==> config.mk <==
export PLATFORM = sky130hd
export DESIGN_NAME = alu_pipe
export DESIGN_NICKNAME = d
export VERILOG_FILES = /design/src/rtl/alu_pipe.sv
export SDC_FILE = /design/constraint.sdc
export NUM_CORES = 1
export LEC_CHECK = 0
export BUFFER_PORTS_ARGS = -buffer_cell sky130_fd_sc_hd__buf_2
export CORE_MARGIN = 5
export CORE_UTILIZATION = 55
export CTS_BUF_LIST = sky130_fd_sc_hd__clkbuf_4 sky130_fd_sc_hd__clkbuf_8 sky130_fd_sc_hd__clkbuf_16
export CTS_CLUSTER_DIAMETER = 60
export DETAILED_ROUTE_END_ITERATION = 8
export GPL_TIMING_DRIVEN = 0
export PLACE_DENSITY_LB_ADDON = 0.25
export SYNTH_ARGS = -nofsm -noshare
export SYNTH_HDL_FRONTEND = slang
export SYNTH_SLANG_ARGS = --single-unit
==> constraint.sdc <==
create_clock -name clk -period 2.4 [get_ports clk]
set_clock_uncertainty 0.15 [all_clocks]
set_input_delay 0.12 -clock clk [delete_from_list [all_inputs] [get_ports clk]]
set_output_delay 0.12 -clock clk [all_outputs]
set_load 0.005 [all_outputs]
==> src/rtl/alu_pipe.sv <==
// alu_pipe: registered valid/ready ALU with flags; ALU_PIPE_MUL_EN enables the iterative multiplier for opcode 11.
module alu_pipe #(
    parameter int WIDTH = 32
) (
    input  logic             clk,
    input  logic             rst_n,
    input  logic             in_valid,
    output logic             in_ready,
    input  logic [WIDTH-1:0] in_a,
    input  logic [WIDTH-1:0] in_b,
    input  logic             in_ci,
    input  logic [3:0]       in_op,
    output logic             out_valid,
    input  logic             out_ready,
    output logic [WIDTH-1:0] out_result,
    output logic             out_co,
    output logic             out_zero,
    output logic             out_ovf,
    output logic             out_err,
    output logic             busy
);
    localparam int SHW = $clog2(WIDTH);
`ifdef ALU_PIPE_MUL_EN
    localparam bit MUL_EN = 1'b1;
`else
    localparam bit MUL_EN = 1'b0;
`endif
    logic             accept, is_mul, mul_done, sub, cout, ovf_raw, co, ovf, err;
    logic [WIDTH-1:0] bx, sum, res, mul_res;
    logic [SHW-1:0]   sh;
    assign accept = in_valid && in_ready;
    assign sh     = in_b[SHW-1:0];
    // SUB reuses the adder as a + ~b + 1, so co is the inverse of borrow
    assign sub    = in_op == 4'd5;
    assign bx     = sub ? ~in_b : in_b;
    assign {cout, sum} = {1'b0, in_a} + {1'b0, bx} + {{WIDTH{1'b0}}, sub | in_ci};
    assign ovf_raw = (in_a[WIDTH-1] == bx[WIDTH-1]) && (sum[WIDTH-1] != in_a[WIDTH-1]);
    always_comb begin
        res = '0;
        co  = 1'b0;
        ovf = 1'b0;
        case (in_op)
            4'd0:       res = in_a & in_b;
            4'd1:       res = in_a | in_b;
            4'd2:       res = in_a ^ in_b;
            4'd3:       res = ~in_a;
            4'd4, 4'd5: begin
                res = sum;
                co  = cout;
                ovf = ovf_raw;
            end
            4'd6:       res = {{(WIDTH-1){1'b0}}, $signed(in_a) < $signed(in_b)};
            4'd7:       res = {{(WIDTH-1){1'b0}}, in_a < in_b};
            4'd8:       res = in_a << sh;
            4'd9:       res = in_a >> sh;
            4'd10:      res = $signed(in_a) >>> sh;
            default:    res = '0;
        endcase
        err = (in_op >= 4'd12) || (in_op == 4'd11 && !MUL_EN);
    end
`ifdef ALU_PIPE_MUL_EN
    typedef enum logic {IDLE, MUL} state_t;
    state_t           state, state_nx;
    logic [WIDTH-1:0] mcand, mplier, acc;
    logic [SHW-1:0]   cnt;
    assign is_mul   = in_op == 4'd11;
    assign mul_res  = acc + (mplier[0] ? mcand : '0);
    assign mul_done = state == MUL && cnt == '0;
    always_ff @(posedge clk or negedge rst_n)
        if (!rst_n) state <= IDLE;
        else        state <= state_nx;
    always_comb begin
        state_nx = state;
        case (state)
            IDLE:    state_nx = (accept && is_mul) ? MUL : IDLE;
            MUL:     state_nx = (cnt == '0) ? IDLE : MUL;
            default: state_nx = IDLE;
        endcase
    end
    always_comb begin
        busy     = state == MUL;
        in_ready = state == IDLE && (!out_valid || out_ready);
    end
    // Shift-and-add: one multiplier bit per cycle, WIDTH cycles total
    always_ff @(posedge clk or negedge rst_n)
        if (!rst_n) begin
            mcand  <= '0;
            mplier <= '0;
            acc    <= '0;
            cnt    <= '0;
        end else if (state == IDLE && accept && is_mul) begin
            mcand  <= in_a;
            mplier <= in_b;
            acc    <= '0;
            cnt    <= SHW'(WIDTH-1);
        end else if (state == MUL) begin
            acc    <= mul_res;
            mcand  <= mcand << 1;
            mplier <= mplier >> 1;
            cnt    <= cnt - 1'b1;
        end
`else
    assign is_mul   = 1'b0;
    assign mul_res  = '0;
    assign mul_done = 1'b0;
    assign busy     = 1'b0;
    assign in_ready = !out_valid || out_ready;
`endif
    always_ff @(posedge clk or negedge rst_n)
        if (!rst_n) begin
            out_valid  <= 1'b0;
            out_result <= '0;
            out_co     <= 1'b0;
            out_zero   <= 1'b0;
            out_ovf    <= 1'b0;
            out_err    <= 1'b0;
        end else if (mul_done) begin
            out_valid  <= 1'b1;
            out_result <= mul_res;
            out_co     <= 1'b0;
            out_zero   <= mul_res == '0;
            out_ovf    <= 1'b0;
            out_err    <= 1'b0;
        end else if (accept && !is_mul) begin
            out_valid  <= 1'b1;
            out_result <= res;
            out_co     <= co;
            out_zero   <= res == '0;
            out_ovf    <= ovf;
            out_err    <= err;
        end else if (out_ready) begin
            out_valid  <= 1'b0;
        end
endmodule

==> impl_results.md <==
* Via/cell ratio at 7.57
* Max Fclk at 0.232 GHz
* Syn Nets at 1550
* GRT overflow at 0
* Pin count of the biggest net entering global routing at 38
* Worst Path Arrival at 4.38 ns
* Max clock buf depth at 2
* IO buf count at 107
* CP required at 2.46 ns
* Register area share after synthesis at 0.0845
* Cell Area, Placed at 0.0120 mm²
* Post-Route WL at 60600 µm
* Synthesized area per cell at between 8 and 9 µm²
* Final Critical Period at approximately 4.3 ns
* Tightest Pin Transition at 1.47 ns
* Setup TNS at -41.65 ns
* Chip width at 151 µm
* Largest fanout on the critical path at 4
* Slew headroom at 0.0115
* Fraction of layout cells with a size suffix above 1 at 0.331
* Initial antenna violation count at 0
* DP HPWL at 44800 µm
* CP startpoint kind: input pin
* Setup violations, final at 35
* Routed Antenna Nets at 0
* Post-synth cell types at 83
* Final period util at 1.80
* Filler cells at 1453
* GRT Total Usage at 0.502
* Residual DRC at 71
* Initial core utilization at 0.561
* Antenna diodes at 0
* Leak pwr at between 6 and 7 nW
* Initial DRC count at 2694
* Synth-to-layout area growth at 26.4%
* Dominant synthesized flop cell: dfrtp_1
* RSZ-0062 raised after global routing: yes
* H-Tree Depth at 2
* CORE AREA at 0.0195 mm²
* PwrDens at between 300 and 400 mW/mm²
* Failing checks: DRC, capacitance limit, setup timing
* Vias in the first global route at 12800
* Flops & latches, synth at 37
* Status: finished with violations
* Final Util at 0.709
* Die Ht at roughly 150 µm
* DRT Pass-1 Iters at 9
* Crit end category: register
* First-pass GRT wire length at 83600 µm
* RePlAce Congestion at 1.19
* Clk_lat worst skew at 0.29 ns
* Routed len/inst at 33.7 µm
* Final WS setup at -1.92 ns
* Slew Limit Fails at 0
* VDD IR max at 0.244 mV
* Vias at 13600
* CTS tree: built
* Tightest Hold Check Type: input pin to register
* # IOs at ~110
* Final-stage net count at 1734
* MaxCap Viol Count at 1
* Syn Std Cell Area at 0.0110 mm²
* Crit path kind: input pin to register
* Rows at 51
* Hold Fails Final Rpt at 0
* CTS sink count at 37
* Num CTS Buffers at 5
* Worst-path clk slew at about 0.050 ns
* Die Area at 0.0228 mm²
* Final instance area at between 0.01 and 0.015 mm²
* YS warnings at 0
* Synth Instances at 1347
* Ys async rst share at 1.00
* Root buffer cell: clkbuf_16
* Post-synth EDFFs at 0
[cell usage after synthesis (6+ instances only)]
| master | n | share of area |
|---|---|---|
| a211oi_1 | 20 | 0.014 |
| mux4_2 | 73 | 0.15 |
| nand4_1 | 17 | 0.0097 |
| xnor2_1 | 44 | 0.035 |
| a211o_1 | 8 | 0.0064 |
| nand2_1 | 131 | 0.045 |
| o221ai_1 | 10 | 0.0080 |
| buf_1 | 14 | 0.0048 |
| o22ai_1 | 12 | 0.0069 |
| o21bai_1 | 12 | 0.0082 |
| a221oi_1 | 7 | 0.0056 |
| nand2b_1 | 15 | 0.0086 |
| a22oi_1 | 6 | 0.0041 |
| o21ai_1 | 9 | 0.0041 |
| a21oi_1 | 96 | 0.044 |
| buf_6 | 8 | 0.0082 |
| a311oi_1 | 7 | 0.0056 |
| and2_1 | 7 | 0.0040 |
| nor3_1 | 19 | 0.0087 |
| mux2_2 | 46 | 0.047 |
| o32ai_1 | 6 | 0.0048 |
| o21a_1 | 8 | 0.0055 |
| xor2_1 | 9 | 0.0072 |
| mux2_1 | 6 | 0.0062 |
| o211ai_1 | 26 | 0.018 |
| inv_1 | 112 | 0.038 |
| a31oi_1 | 8 | 0.0046 |
| a21o_1 | 15 | 0.010 |
| and3_1 | 14 | 0.0080 |
| o21ai_0 | 58 | 0.027 |
| dfrtp_1 | 37 | 0.085 |
| o2bb2ai_1 | 6 | 0.0048 |
| nor4_1 | 8 | 0.0046 |
| mux2i_1 | 51 | 0.047 |
| o31ai_1 | 8 | 0.0055 |
| buf_2 | 21 | 0.0096 |
| nor2_1 | 92 | 0.032 |
| ha_1 | 128 | 0.15 |
| clkbuf_1 | 44 | 0.015 |
| nor2b_1 | 15 | 0.0086 |
| buf_4 | 6 | 0.0041 |
| nand3_1 | 27 | 0.012 |
[worst paths after layout]
check                                          start                          to  slack [ns]  cells after the start
min in group asynchronous                      rst_n         out_ovf$_DFFE_PN0P_        0.31                      2
hold / removal                             out_ready       out_valid$_DFFE_PN0P_        0.08                      3
setup / recovery                            in_op[0]        out_zero$_DFFE_PN0P_       -1.92                     23
hold reg to reg            out_result[9]$_DFFE_PN0P_   out_result[9]$_DFFE_PN0P_        0.35                      2
setup reg to reg               out_valid$_DFFE_PN0P_         out_ovf$_DFFE_PN0P_       -0.07                      5
max in group asynchronous                      rst_n  out_result[18]$_DFFE_PN0P_        1.28                      2
[repair_timing]
item	CTS	global route
setup buffers	45	31
gates resized for setup	166	101
endpoints found under the hold margin	38	0
hold buffers	2	0
endpoints found under the setup margin	36	35
pin swaps	53	52
[critical path, cell delays in order]
cell	delay, ns
clkbuf_16	0.12
buf_12	0.12
buf_12	0.11
clkbuf_16	0.13
and3_4	0.21
buf_12	0.14
xnor2_4	0.14
fa_2	0.26
inv_2	0.05
fa_2	0.35
nand2b_4	0.17
a211oi_4	0.40
buf_4	0.19
buf_6	0.11
o21a_4	0.14
a21oi_4	0.08
buf_6	0.13
a211oi_2	0.24
mux2i_1	0.21
nand4_1	0.22
nor4b_1	0.44
nand4_1	0.15
o21ai_1	0.15
[registers in the layout (all words and copies together) (netlist names)]
name,count
out_valid,1
out_co,1
out_zero,1
out_result,32
out_err,1
out_ovf,1
[cells in the final DEF, fill, tap and decap left out, types with 8 or more instances in the layout]
| master | instances |
|---|---|
| buf_4 | 68 |
| o21bai_1 | 10 |
| mux2i_1 | 50 |
| clkbuf_1 | 24 |
| a21o_1 | 13 |
| o22ai_1 | 10 |
| a211oi_2 | 8 |
| a211oi_1 | 8 |
| buf_2 | 117 |
| mux2_2 | 35 |
| nand2b_1 | 13 |
| nand3_1 | 25 |
| xnor2_1 | 32 |
| mux4_2 | 73 |
| nand4_1 | 17 |
| nor2b_1 | 15 |
| o21ai_0 | 41 |
| o21ai_1 | 17 |
| dfrtp_1 | 37 |
| a21oi_1 | 78 |
| and3_1 | 9 |
| ha_1 | 117 |
| buf_12 | 13 |
| xnor2_2 | 8 |
| a21oi_2 | 15 |
| buf_6 | 23 |
| mux2_4 | 12 |
| o211ai_1 | 26 |
| a211o_1 | 8 |
| nand2_1 | 127 |
| inv_1 | 110 |
| nor2_1 | 85 |
| nor3_1 | 16 |
[routing by layer]
| layer | global-route usage | vias to the layer above | part of all wire |
|---|---|---|---|
| li1 | - | 5371 | - |
| met1 | 0.602 | 6329 | 0.33 |
| met5 | 0.0114 | - | 0 |
| met3 | 0.236 | 426 | 0.18 |
| met4 | 0.305 | 0 | 0.086 |
| met2 | 0.727 | 1469 | 0.40 |
[area by class of cell]
| cell class | instances | area (µm²) | share of cell area |
|---|---|---|---|
| clock buffers | 7 | 146 | 0.0106 |
| plain buffers | 89 | 738 | 0.0533 |
| flip-flops and latches | 37 | 926 | 0.0669 |
| multi-input cells | 1101 | 10100 | 0.728 |
| inverters | 115 | 443 | 0.0320 |
| well taps | 265 | 332 | 0.0239 |
| repair buffers | 182 | 1190 | 0.0857 |
[report_power, final]
part	internal, mW	switching [mW]	total, mW
clock network	0.419	0.254	0.673
registers	0.737	0.0680	0.805
logic	1.47	2.23	3.70
total	2.63	2.55	5.18
[stage by stage]
step | std cells | hold WS [ns] | total power, mW | worst slack [ns]
finish | 1796 | 0.0799 | 5.18 | -1.92
global route | 1796 | 0.103 | 5.28 | -2.08
CTS | 1769 | 0.0744 | 4.64 | -1.75
detailed placement | 1719 | 0.0744 | 3.67 | -3.03
global placement | 1719 | 0.0790 | 3.61 | -2.92
floorplan | 1347 | -0.326 | 2.60 | -1.82
[cells by family after synthesis]
logic type,after synthesis,share of synthesized area
simple gates,371,0.160
compound gates,369,0.228
buf+inv,209,0.0830
mux,177,0.252
fa+ha+maj,130,0.150
xor+xnor,53,0.0424
flops,37,0.0845
other cells,1,0.000342
Power figures use the tool's default switching activity.
